--- src/rtl/credit_receiver_pkg.sv ---
// Shared types and elaboration helpers for the buffered credit receiver.
// Link state enum, credit-count width and the initial-credit saturation rule.
package credit_receiver_pkg;

  typedef enum logic {
    LINK_RESET = 1'b0,
    LINK_RUN   = 1'b1
  } link_state_e;

  // Bits needed to hold any count from 0 to depth inclusive.
  function automatic int credit_width(input int depth);
    return $clog2(depth + 1);
  endfunction

  function automatic int min_credit(input int req, input int cap);
    return (req > cap) ? cap : req;
  endfunction

endpackage

--- src/rtl/credit_receiver_fifo_mem.sv ---
// DEPTH x WIDTH register FIFO with wrapping pointers (any DEPTH >= 1) and an occupancy count.
// Flush empties it at the next edge; head data is read straight from storage.
module credit_receiver_fifo_mem
  import credit_receiver_pkg::*;
#(
  parameter int WIDTH = 8,
  parameter int DEPTH = 4,
  parameter int CW    = credit_width(DEPTH)
) (
  input  logic             clk,
  input  logic             rst_n,
  input  logic             flush,
  input  logic             wr_en,
  input  logic [WIDTH-1:0] wr_data,
  input  logic             rd_en,
  output logic [WIDTH-1:0] rd_data,
  output logic [CW-1:0]    occupancy,
  output logic             full
);

  localparam int PW = (DEPTH > 1) ? $clog2(DEPTH) : 1;
  localparam logic [PW-1:0] LAST_PTR = PW'(DEPTH - 1);
  localparam logic [CW-1:0] FULL_CNT = CW'(DEPTH);

  logic [WIDTH-1:0] mem [DEPTH];
  logic [PW-1:0]    wr_ptr;
  logic [PW-1:0]    rd_ptr;
  logic [CW-1:0]    count;
  logic             do_wr;
  logic             do_rd;

  assign full      = (count == FULL_CNT);
  assign do_wr     = wr_en && !full;
  assign do_rd     = rd_en && (count != '0);
  assign occupancy = count;
  assign rd_data   = mem[rd_ptr];

  always_ff @(posedge clk or negedge rst_n) begin
    if (!rst_n) begin
      wr_ptr <= '0;
      rd_ptr <= '0;
      count  <= '0;
    end else if (flush) begin
      wr_ptr <= '0;
      rd_ptr <= '0;
      count  <= '0;
    end else begin
      if (do_wr) wr_ptr <= (wr_ptr == LAST_PTR) ? '0 : wr_ptr + 1'b1;
      if (do_rd) rd_ptr <= (rd_ptr == LAST_PTR) ? '0 : rd_ptr + 1'b1;
      case ({do_wr, do_rd})
        2'b10:   count <= count + 1'b1;
        2'b01:   count <= count - 1'b1;
        default: count <= count;
      endcase
    end
  end

  // Storage carries no reset; stale words are never visible because count gates validity.
  always_ff @(posedge clk) begin
    if (do_wr && !flush) mem[wr_ptr] <= wr_data;
  end

endmodule

--- src/rtl/credit_receiver_buffered.sv ---
// Credit-protocol receiver with a DEPTH-entry FIFO: tracks credits held by the sender,
// returns at most one credit per cycle as slots free, and flags pushes made without credit.
module credit_receiver_buffered
  import credit_receiver_pkg::*;
#(
  parameter int WIDTH = 8,
  parameter int DEPTH = 4,
  parameter int CW    = credit_width(DEPTH)
) (
  input  logic             clk,
  input  logic             rst_n,
  input  logic             push_sender_in_reset,
  input  logic             push_valid,
  input  logic [WIDTH-1:0] push_data,
  input  logic             push_credit_stall,
  input  logic [CW-1:0]    credit_initial,
  input  logic [CW-1:0]    credit_withhold,
  input  logic             pop_ready,
  output logic             push_credit,
  output logic             push_receiver_in_reset,
  output logic             pop_valid,
  output logic [WIDTH-1:0] pop_data,
  output logic [CW-1:0]    occupancy,
  output logic             credit_overflow
);

  localparam int CW1 = CW + 1;
  localparam logic [CW1-1:0] DEPTH_X = CW1'(DEPTH);

  link_state_e    state_q;
  link_state_e    state_d;
  logic [CW-1:0]  outstanding_q;
  logic [CW-1:0]  outstanding_eff;
  logic [CW-1:0]  init_sat;
  logic [CW1-1:0] free_slots;
  logic [CW1-1:0] committed;
  logic           issue;
  logic           push_accept;
  logic           pop_fire;
  logic           fifo_full;

  // Reset handshake: in LINK_RESET until the first edge with the sender out of reset.
  always_ff @(posedge clk or negedge rst_n) begin
    if (!rst_n) state_q <= LINK_RESET;
    else        state_q <= state_d;
  end

  always_comb begin
    state_d = state_q;
    case (state_q)
      LINK_RESET: if (!push_sender_in_reset) state_d = LINK_RUN;
      LINK_RUN:   if (push_sender_in_reset)  state_d = LINK_RESET;
      default:    state_d = LINK_RESET;
    endcase
  end

  assign push_receiver_in_reset = (state_q == LINK_RESET);

  // While held in reset the sender's credit count tracks the (saturated) initial grant.
  assign init_sat        = CW'(min_credit(int'(credit_initial), DEPTH));
  assign outstanding_eff = push_receiver_in_reset ? init_sat : outstanding_q;

  assign free_slots  = DEPTH_X - {1'b0, occupancy};
  assign committed   = {1'b0, outstanding_eff} + {1'b0, credit_withhold};
  assign issue       = !push_sender_in_reset && !push_credit_stall && (free_slots > committed);
  assign push_accept = push_valid && !push_sender_in_reset && (outstanding_eff != '0) && !fifo_full;
  assign pop_fire    = pop_valid && pop_ready;
  assign pop_valid   = (occupancy != '0);

  always_ff @(posedge clk or negedge rst_n) begin
    if (!rst_n) begin
      outstanding_q   <= '0;
      push_credit     <= 1'b0;
      credit_overflow <= 1'b0;
    end else if (push_sender_in_reset) begin
      outstanding_q   <= '0;
      push_credit     <= 1'b0;
      credit_overflow <= 1'b0;
    end else begin
      push_credit   <= issue;
      outstanding_q <= outstanding_eff + CW'(issue) - CW'(push_accept);
      if (push_valid && !push_accept) credit_overflow <= 1'b1;
    end
  end

  credit_receiver_fifo_mem #(
    .WIDTH (WIDTH),
    .DEPTH (DEPTH),
    .CW    (CW)
  ) u_fifo (
    .clk       (clk),
    .rst_n     (rst_n),
    .flush     (push_sender_in_reset),
    .wr_en     (push_accept),
    .wr_data   (push_data),
    .rd_en     (pop_fire),
    .rd_data   (pop_data),
    .occupancy (occupancy),
    .full      (fifo_full)
  );

endmodule

--- config.mk ---
export PLATFORM = sky130hd
export DESIGN_NAME = credit_receiver_buffered
export DESIGN_NICKNAME = d
export VERILOG_FILES = /design/src/rtl/credit_receiver_pkg.sv /design/src/rtl/credit_receiver_fifo_mem.sv /design/src/rtl/credit_receiver_buffered.sv
export SDC_FILE = /design/constraint.sdc
export NUM_CORES = 1
export LEC_CHECK = 0
export CAP_MARGIN = 20
export CORE_AREA = 4 4 70 72
export DETAILED_ROUTE_END_ITERATION = 8
export DIE_AREA = 0 0 74 76
export PLACE_DENSITY = 0.81
export SKIP_CTS_REPAIR_TIMING = 1
export SLEW_MARGIN = 20
export SYNTH_ARGS = -nofsm -noshare
export SYNTH_HDL_FRONTEND = slang
export SYNTH_SLANG_ARGS = --single-unit
--- constraint.sdc ---
create_clock -name clk -period 7.7 [get_ports clk]
set_clock_uncertainty 0.15 [all_clocks]
set_input_delay 2.31 -clock clk [delete_from_list [all_inputs] [get_ports clk]]
set_output_delay 2.31 -clock clk [all_outputs]
set_load 0.1 [all_outputs]
==> summary by stage, run 1 <==
Outcome
The flow ran to the end, and the final reports show no timing, DRC or antenna violations.

Power and ir drop
The worst IR drop on VDD is 0.225 mV. Power spread over the standard cell area amounts to 354 nW/µm². For this design the static power due to leakage is 0.00108 µW.

Placed design
The worst setup slack after placement is 1.33 ns. The HPWL after detailed placement is 3330 µm. The final weighted congestion in routability-driven placement is 0.765. The count of placed standard cells including taps is 242. The number of port buffers is 34.

Worst setup path
The startpoint of the worst register-to-register path is state_q. For the worst setup path, the data required time is a little under 8 ns. The most repeated library cell on the critical path is sky130_fd_sc_hd__ha_1. Walking the worst path, the cells encountered are clkdlybuf4s50_1, nand2b_1, o21ai_0, ha_1, inv_1, fa_1, ha_1, nor2b_1, o21a_1, o21a_1, o211ai_1, ha_1, inv_1, ha_1, fa_1, xnor3_1, nor2_1. STA classifies the critical path startpoint as a primary input.

The slowest stage cell on the critical path is sky130_fd_sc_hd__clkdlybuf4s50_1. The largest fanout on the critical path is 5. The critical path data arrival time is 6.03 ns.

For this run, the slowest stage of the critical path takes 0.47 ns. The category of the worst setup path capture point is a flop. The critical path starts at credit_initial[2].

The critical path class is in -> reg.

Timing
The final worst-path setup slack is 1.68 ns. Setup repair after global routing left no endpoint under its margin. The final count of hold timing violations is 0. Static timing analysis puts the maximum clock frequency at 166 MHz. The final-report max-slew violation count is 0. The post-route fraction of the period consumed by the critical path is between 70% and 80%.

Summed over all failing endpoints, the final setup total negative slack is 0 ns. The normalized max-slew margin is 34.6%. At the pin with the least slew margin, the transition time is a little under 1 ns. The count of endpoints failing setup in the final report is 0.

The final critical path time including I/O delays and setup is 6.02 ns.

Clock network
Clock-pin slew was measured on the worst setup and hold paths at around 0.080 ns. The number of levels in the clock H-tree is 2. The largest buffer count on any clock path is 2.

The CTS root buffer is sky130_fd_sc_hd__clkbuf_8. TritonCTS built the clock tree. The total clock buffers created by CTS is 5. Clock tree synthesis found a total of 45 sinks. Clock latency on the worst-skew pair, taken at its later pin, is about 0.3 ns.

Global routing
The number of antenna violations at the first check in global routing is 0. The number of global-route vias before repair came to approximately 1600. The wire length of the first global-routing pass is 7420 µm. The pin count of the biggest net entering global routing is 18. Global routing used 17.4% of the available tracks. The total overflow reported by the global router is 0.

Detailed routing
The met3 wire length is between 150 and 200 µm. After detailed routing, the number of remaining DRC violations is 0. Wires add up to 4430 µm. The routed layout has between 1000 and 1500 vias. The routed length on met1 is 1770 µm. The count of nets left with antenna violations after detail routing is 0.

After detailed routing, the met2 layer carries 2380 µm of wire. In the routed layout, each cell is associated on average with a via count of roughly 5.8. The highest metal layer carrying signal wires in the routed design is met4. The final routed wire length divided by cell count is 17.7 µm. The pre-antenna-repair detailed-routing pass consisted of 4 iterations. The detailed router finished its first iteration with 131 violations.

Floorplanning
The area enclosed by the die boundary is 5620 µm². 35 I/O pins were placed. For this configuration, the core starts out at a cell density of 54.9%. The core region is 4290 µm². The die outline height is 76 µm. In this run the core area contains 24 standard-cell rows. The floorplan step set the die width to 74 µm.

Yosys
Synthesis inferred 45 register bits. The most used flip-flop cell after synthesis is sky130_fd_sc_hd__edfxtp_1. The share of synthesized area occupied by flip-flops and latches is 54.6%.

The synthesized design contains 32 enable-type register cells. The per-instance average area after synthesis is 14.6 µm². Of the post-synthesis cell area, the part taken by muxes is 8.98%. When the netlist entered floorplanning its net count stood at 202. The synthesized netlist devotes 6.16% of its cell area to compound gates. Of the total synthesized cell area, the portion taken by XOR and XNOR cells is 1.33%. The total of warnings raised by yosys is 0.

In the synthesized netlist, the number of instances is 161. Of the total synthesized cell area, the portion taken by AND, OR, NAND and NOR gates is 13.1%. The async set or reset register ratio after synthesis is 28.9%.

The mapped netlist covers about 2400 µm². The fraction of the mapped netlist area in adder cells is 12.1%. By area, the combinational part of the netlist is dominated by simple AND/OR/NAND/NOR gates. The number of distinct standard cells referenced by the synthesized netlist is 45.

Final layout
From synthesis to final layout, the design area changed by 19.5%. The fraction of layout instances using a drive strength above 1 is 13.1%. The repair_antennas step left the layout with diodes totalling 0.

The final standard cell count with taps included and fillers excluded is 250. The final core area utilization is about 66%. The number of nets at the end of the flow is between 200 and 250.

Min path
The worst hold path begins at credit_overflow. The tightest min-delay check is of the reg -> reg type.

Flow run
The tool flagged a number of max-cap violations equal to 0.
## worst paths after layout
| path | to | slack [ns] | cells after the start |
|---|---|---|---|
| setup / recovery | outstanding_q[2] | 1.68 | 17 |
| hold reg to reg | credit_overflow | 0.39 | 2 |
| max in group asynchronous | u_fifo.wr_ptr[0] | 4.73 | 1 |
| hold / removal | credit_overflow | 0.39 | 2 |
| setup reg to reg | outstanding_q[2] | 3.76 | 15 |
| min in group asynchronous | u_fifo.rd_ptr[1] | 2.25 | 1 |
## Yosys cell counts (all sizes together), types with 3 or more instances
cell type   n  share of area [%]
a21oi       7                1.5
and2        4                1.1
buf         3                1.0
dfrtp      13                 14
edfxtp     32                 41
fa          3                2.5
ha         18                9.6
inv        15                2.4
mux4        8                7.6
nand2       3               0.48
nand2b      3               0.80
nor2        9                1.4
nor2b       4                1.1
nor3        3                1.1
nor3b       3                1.4
o21ai       3               0.64
## critical path: cells and delay by family
family | cells | cell delay [ns]
buf+inv | 3 | 0.56
fa+ha+maj | 6 | 1.62
compound gates | 4 | 0.83
xor+xnor | 1 | 0.37
simple gates | 3 | 0.33
## cell usage in the layout (no fill, tap or decap), types with 3 or more instances in the layout
cell and instances:
sky130_fd_sc_hd__nor2_1 9, sky130_fd_sc_hd__clkbuf_8 5, sky130_fd_sc_hd__nor2b_1 4, sky130_fd_sc_hd__fa_1 3, sky130_fd_sc_hd__edfxtp_1 32, sky130_fd_sc_hd__clkdlybuf4s50_1 34
sky130_fd_sc_hd__nand2_1 3, sky130_fd_sc_hd__inv_1 15, sky130_fd_sc_hd__a21oi_1 7, sky130_fd_sc_hd__dfrtp_1 13, sky130_fd_sc_hd__ha_1 18, sky130_fd_sc_hd__and2_1 4
sky130_fd_sc_hd__nand2b_1 3, sky130_fd_sc_hd__mux4_2 8
## area by class of cell
| cell class | count | area, µm² |
|---|---|---|
| timing repair buffer | 34 | 340 |
| clock buffer | 5 | 68.8 |
| fill | 299 | 1480 |
| sequential | 45 | 1290 |
| multi-input combinational | 96 | 982 |
| tap | 52 | 65.1 |
| inverter | 15 | 56.3 |
| clock inverter | 3 | 17.5 |
## stage by stage
stage / total power, µW / area [µm²] / hold WS (ns)
global placement: 838 / 2730 / 0.357
detailed placement: 861 / 2730 / 0.389
global route: 1050 / 2820 / 0.414
CTS: 1000 / 2820 / 0.402
finish: 996 / 2820 / 0.394
floorplan: 742 / 2360 / 0.388
## report_power, final
part	internal, µW	leakage, µW	switching, µW
Clock	62.8	0.0000455	80.5
Sequential	287	0.000462	38.1
Combinational	176	0.000569	351
Total	526	0.00108	470
## cell families (layout without fill, tap and decap cells)
group           count (synthesis)  after routing
flops                          45             45
simple gates                   42             42
fa+ha+maj                      21             21
compound gates                 20             20
buf+inv                        20             57
mux                            11             11
xor+xnor                        2              2
## sequential cells by signal, summed over array words and instances, names as in the netlist
signal / flops
credit_overflow: 1
outstanding_q: 3
push_credit: 1
state_q: 1
u_fifo.mem: 32
u_fifo.occupancy: 3
u_fifo.rd_ptr: 2
u_fifo.wr_ptr: 2
## layer usage
layer	vias to the layer above	GRT usage (%)
li1	670	-
met1	741	21.2
met2	33	28.8
met3	8	4.75
met4	0	6.70
met5	-	0
Note: power is estimated with default switching activity, not from simulation.
==> inputs of run 2 (changes only) <==
--- a/config.mk
+++ b/config.mk
@@ -6,10 +6,10 @@
 export NUM_CORES = 1
 export LEC_CHECK = 0
 export CAP_MARGIN = 20
-export CORE_AREA = 4 4 70 72
+export CORE_AREA = 4 4 75 77
 export DETAILED_ROUTE_END_ITERATION = 8
-export DIE_AREA = 0 0 74 76
-export PLACE_DENSITY = 0.81
+export DIE_AREA = 0 0 79 81
+export PLACE_DENSITY = 0.74
 export SKIP_CTS_REPAIR_TIMING = 1
 export SLEW_MARGIN = 20
 export SYNTH_ARGS = -nofsm -noshare
==> constraint.sdc (replaced) <==
create_clock -name clk -period 5.4 [get_ports clk]
set_clock_uncertainty 0.15 [all_clocks]
set_input_delay 1.62 -clock clk [delete_from_list [all_inputs] [get_ports clk]]
set_output_delay 1.62 -clock clk [all_outputs]
set_load 0.1 [all_outputs]
==> summary by stage, run 2 (synthesis gave the netlist of run 1 again) <==
Floorplanning
The die outline height was 81 µm (+6.6%). The area enclosed by the die boundary is 6400 µm² (+14%). The area of the placeable core is 5010 µm² (+17%). The count of pins on the block boundary is 35 (unchanged). The number of core rows is 26 (+8.3%). The initial standard-cell utilization of the core is 47.0% (-7.8 points). The die boundary width is 79 µm (+6.8%).

Power and ir drop
The power per standard cell area was 509 nW/µm² (+44%). The worst IR drop on VDD is 0.288 mV (+28%). The leakage power summed over all cells is 0.00111 µW (+3.3%).

Final layout
The count of inserted antenna diode cells was 0 (unchanged). The final standard cell count with taps included and fillers excluded is 274 (+9.6%). The number of flip-flops under the largest register name was 32 (unchanged).

The number of nets at the end of the flow is 244 (+2.5%). The register with the highest flop count is u_fifo.mem. The fraction of layout instances using a drive strength above 1 is 15.7% (+2.6 points).

The area of the multi-input gates came to 982 µm² (unchanged). In the layout the commonest cells are sky130_fd_sc_hd__clkdlybuf4s50_1 (34), sky130_fd_sc_hd__edfxtp_1 (32), sky130_fd_sc_hd__ha_1 (18). The number of filler cells placed in the layout came to 414 (+38%).

The final core area utilization is 58.0% (-7.5 points). Relative to the synthesized area, the layout overhead comes to 23.4%. The leading cell type in the layout, fill and taps excluded is sky130_fd_sc_hd__clkdlybuf4s50_1. The sequential standard cell area is 1290 µm² (unchanged).

Detailed routing
The count of nets left with antenna violations after detail routing is 0 (unchanged). The number of DRC violations after detailed-routing iteration 0 is 92 (-30%). The post-detailed-routing wire length is 4520 µm (+2.1%). The vias per cell came to 5.25 (-9.6%). The via count was 1439 (-0.90%).

The final routed wire length divided by cell count is 16.5 µm (-6.8%). The residual DRC count is 0 (unchanged). The number of optimization iterations in the first detailed-route pass was 4 (unchanged).

Timing
Counting I/O delays and the setup requirement, the final critical path takes 5.12 ns. The final count of hold timing violations is 0 (unchanged). In the finished design, the share of the clock period the worst path needs comes to approximately 95%.

The count of endpoints failing setup in the final report came to 0 (unchanged). The slew at the pin with the worst max-slew slack is 0.991 ns (+0.0142 ns). Setup repair after global routing left no endpoint under its margin. The normalized max-slew margin is 33.7% (-0.95 points). The final-report max-slew violation count came to 0 (unchanged). Static timing analysis puts the maximum clock frequency at about 200 MHz.

Clock network
The clock net sink count was 45 (unchanged). TritonCTS built the clock tree. The post-CTS clock slew at the launch and capture registers of the worst setup and hold paths was 0.08 ns (about the same). The root buffer cell chosen for the clock tree is sky130_fd_sc_hd__clkbuf_8. The total clock buffers created by CTS came to 5 (unchanged). The largest buffer count on any clock path came to 2 (unchanged). The number of levels in the clock H-tree is 2 (unchanged). The clock insertion delay at the later pin of the skew report is 0.29 ns (about the same).

Placed design
The count of placed standard cells including taps is 266 (+9.9%). The half-perimeter wire length after placement is 3500 µm (+5.0%). The number of port buffers is 34 (unchanged). The final weighted congestion in routability-driven placement is 0.833 (+8.9%).

Worst setup path
The setup path with the least slack is of type in -> reg. The internal reg-to-reg setup slack is 1.61 ns (-2.15 ns). The largest fanout on the critical path is 2 (-3). The required time of the critical path is 5.43 ns (-2.27 ns). STA classifies the critical path startpoint as a primary input. Walking the worst path, the cells encountered are clkdlybuf4s50_1, nand2b_1, o21ai_0, ha_1, inv_1, fa_1, ha_1, nor2b_1, o21a_1, o21a_1, o211ai_1, ha_1, inv_1, ha_1, fa_1, xnor3_1, nor2_1. The maximum single-stage delay on the critical path is 0.43 ns (-0.04 ns). The worst setup path is captured at a flop. The most repeated library cell on the critical path is sky130_fd_sc_hd__ha_1. The critical path data arrival time is 5.16 ns (-0.87 ns). The slowest stage cell on the critical path is sky130_fd_sc_hd__fa_1.

Flow run
The number of maximum-capacitance constraint violations is 0 (unchanged).

Outcome
The run finished with clean final reports.

Min path
The class of the most critical hold timing path is reg -> reg.

Global routing
The number of global-route vias before repair came to 1585 (+2.2%). The global routing usage summed across all routing layers is 15.4% (-2.0 points). The number of antenna violations at the first check in global routing is 0 (unchanged). The met2 track demand over resource in global routing is 28.7% (-0.11 points). The global routing met1 resource utilization is 17.4% (-3.8 points).

The total overflow reported by the global router is 0 (unchanged). The fraction of met3 tracks used by global routing is 3.55% (-1.2 points). The pin count of the biggest net entering global routing is 16 (-2).

The wire length of the first global-routing pass is 7490 µm (+0.93%). The global routing stage identified its most utilized layer as met2.
[run 2: worst paths after layout]
check / startpoint / to / cells past startpoint
setup / recovery: credit_initial[2] / outstanding_q[2] / 17
hold / removal: credit_overflow / credit_overflow / 2
min in group asynchronous: rst_n / credit_overflow / 1
max in group asynchronous: rst_n / u_fifo.wr_ptr[0] / 1
hold reg to reg: credit_overflow / credit_overflow / 2
setup reg to reg: state_q / outstanding_q[2] / 15
[run 2: cell type report]
cell class,count,area share [%]
inverters,15,1.94
multi-input cells,96,33.8
clock inverters,3,1.42
well taps,70,3.01
repair buffers,40,13.3
clock buffers,5,2.37
flip-flops and latches,45,44.2
[run 2: power breakdown]
group          internal (µW)  switching, µW  total, µW
sequential               409           54.7        464
clock                    136            110        246
combinational            260            512        772
total                    805            676       1480
[run 2: metal layers]
layer	wire length, µm	up-vias
li1	-	680
met1	1800	730
met2	2510	24
met3	138	5
met4	72	0
met5	0	-
[run 2: stage by stage]
| stage | area, µm² | total power (µW) | hold WS, ns | setup TNS, ns | setup WS (ns) |
|---|---|---|---|---|---|
| 2_1_floorplan | 2360 | 1060 | 0.388 | 0 | 0.494 |
| 3_3_place_gp | 2800 | 1210 | 0.356 | 0 | 0.0785 |
| 3_5_place_dp | 2800 | 1240 | 0.362 | -0.00915 | -0.00915 |
| 4_1_cts | 2910 | 1490 | 0.371 | 0 | 0.291 |
| 5_1_grt | 2910 | 1560 | 0.383 | 0 | 0.141 |
| 6_report | 2910 | 1480 | 0.366 | 0 | 0.276 |
[run 2: critical path, delay by kind of cell]
kind | cells | cell delay (ns)
compound gates | 4 | 0.74
simple gates | 3 | 0.32
fa+ha+maj | 6 | 1.61
xor+xnor | 1 | 0.36
buf+inv | 3 | 0.51
==> inputs of run 3 (changes only) <==
--- a/config.mk
+++ b/config.mk
@@ -5,12 +5,10 @@
 export SDC_FILE = /design/constraint.sdc
 export NUM_CORES = 1
 export LEC_CHECK = 0
-export CAP_MARGIN = 20
 export CORE_AREA = 4 4 75 77
 export DETAILED_ROUTE_END_ITERATION = 8
 export DIE_AREA = 0 0 79 81
 export PLACE_DENSITY = 0.74
-export SKIP_CTS_REPAIR_TIMING = 1
 export SLEW_MARGIN = 20
 export SYNTH_ARGS = -nofsm -noshare
 export SYNTH_HDL_FRONTEND = slang
==> results of run 3 <==
The final DEF is identical to that of run 2; final timing and power are the same.
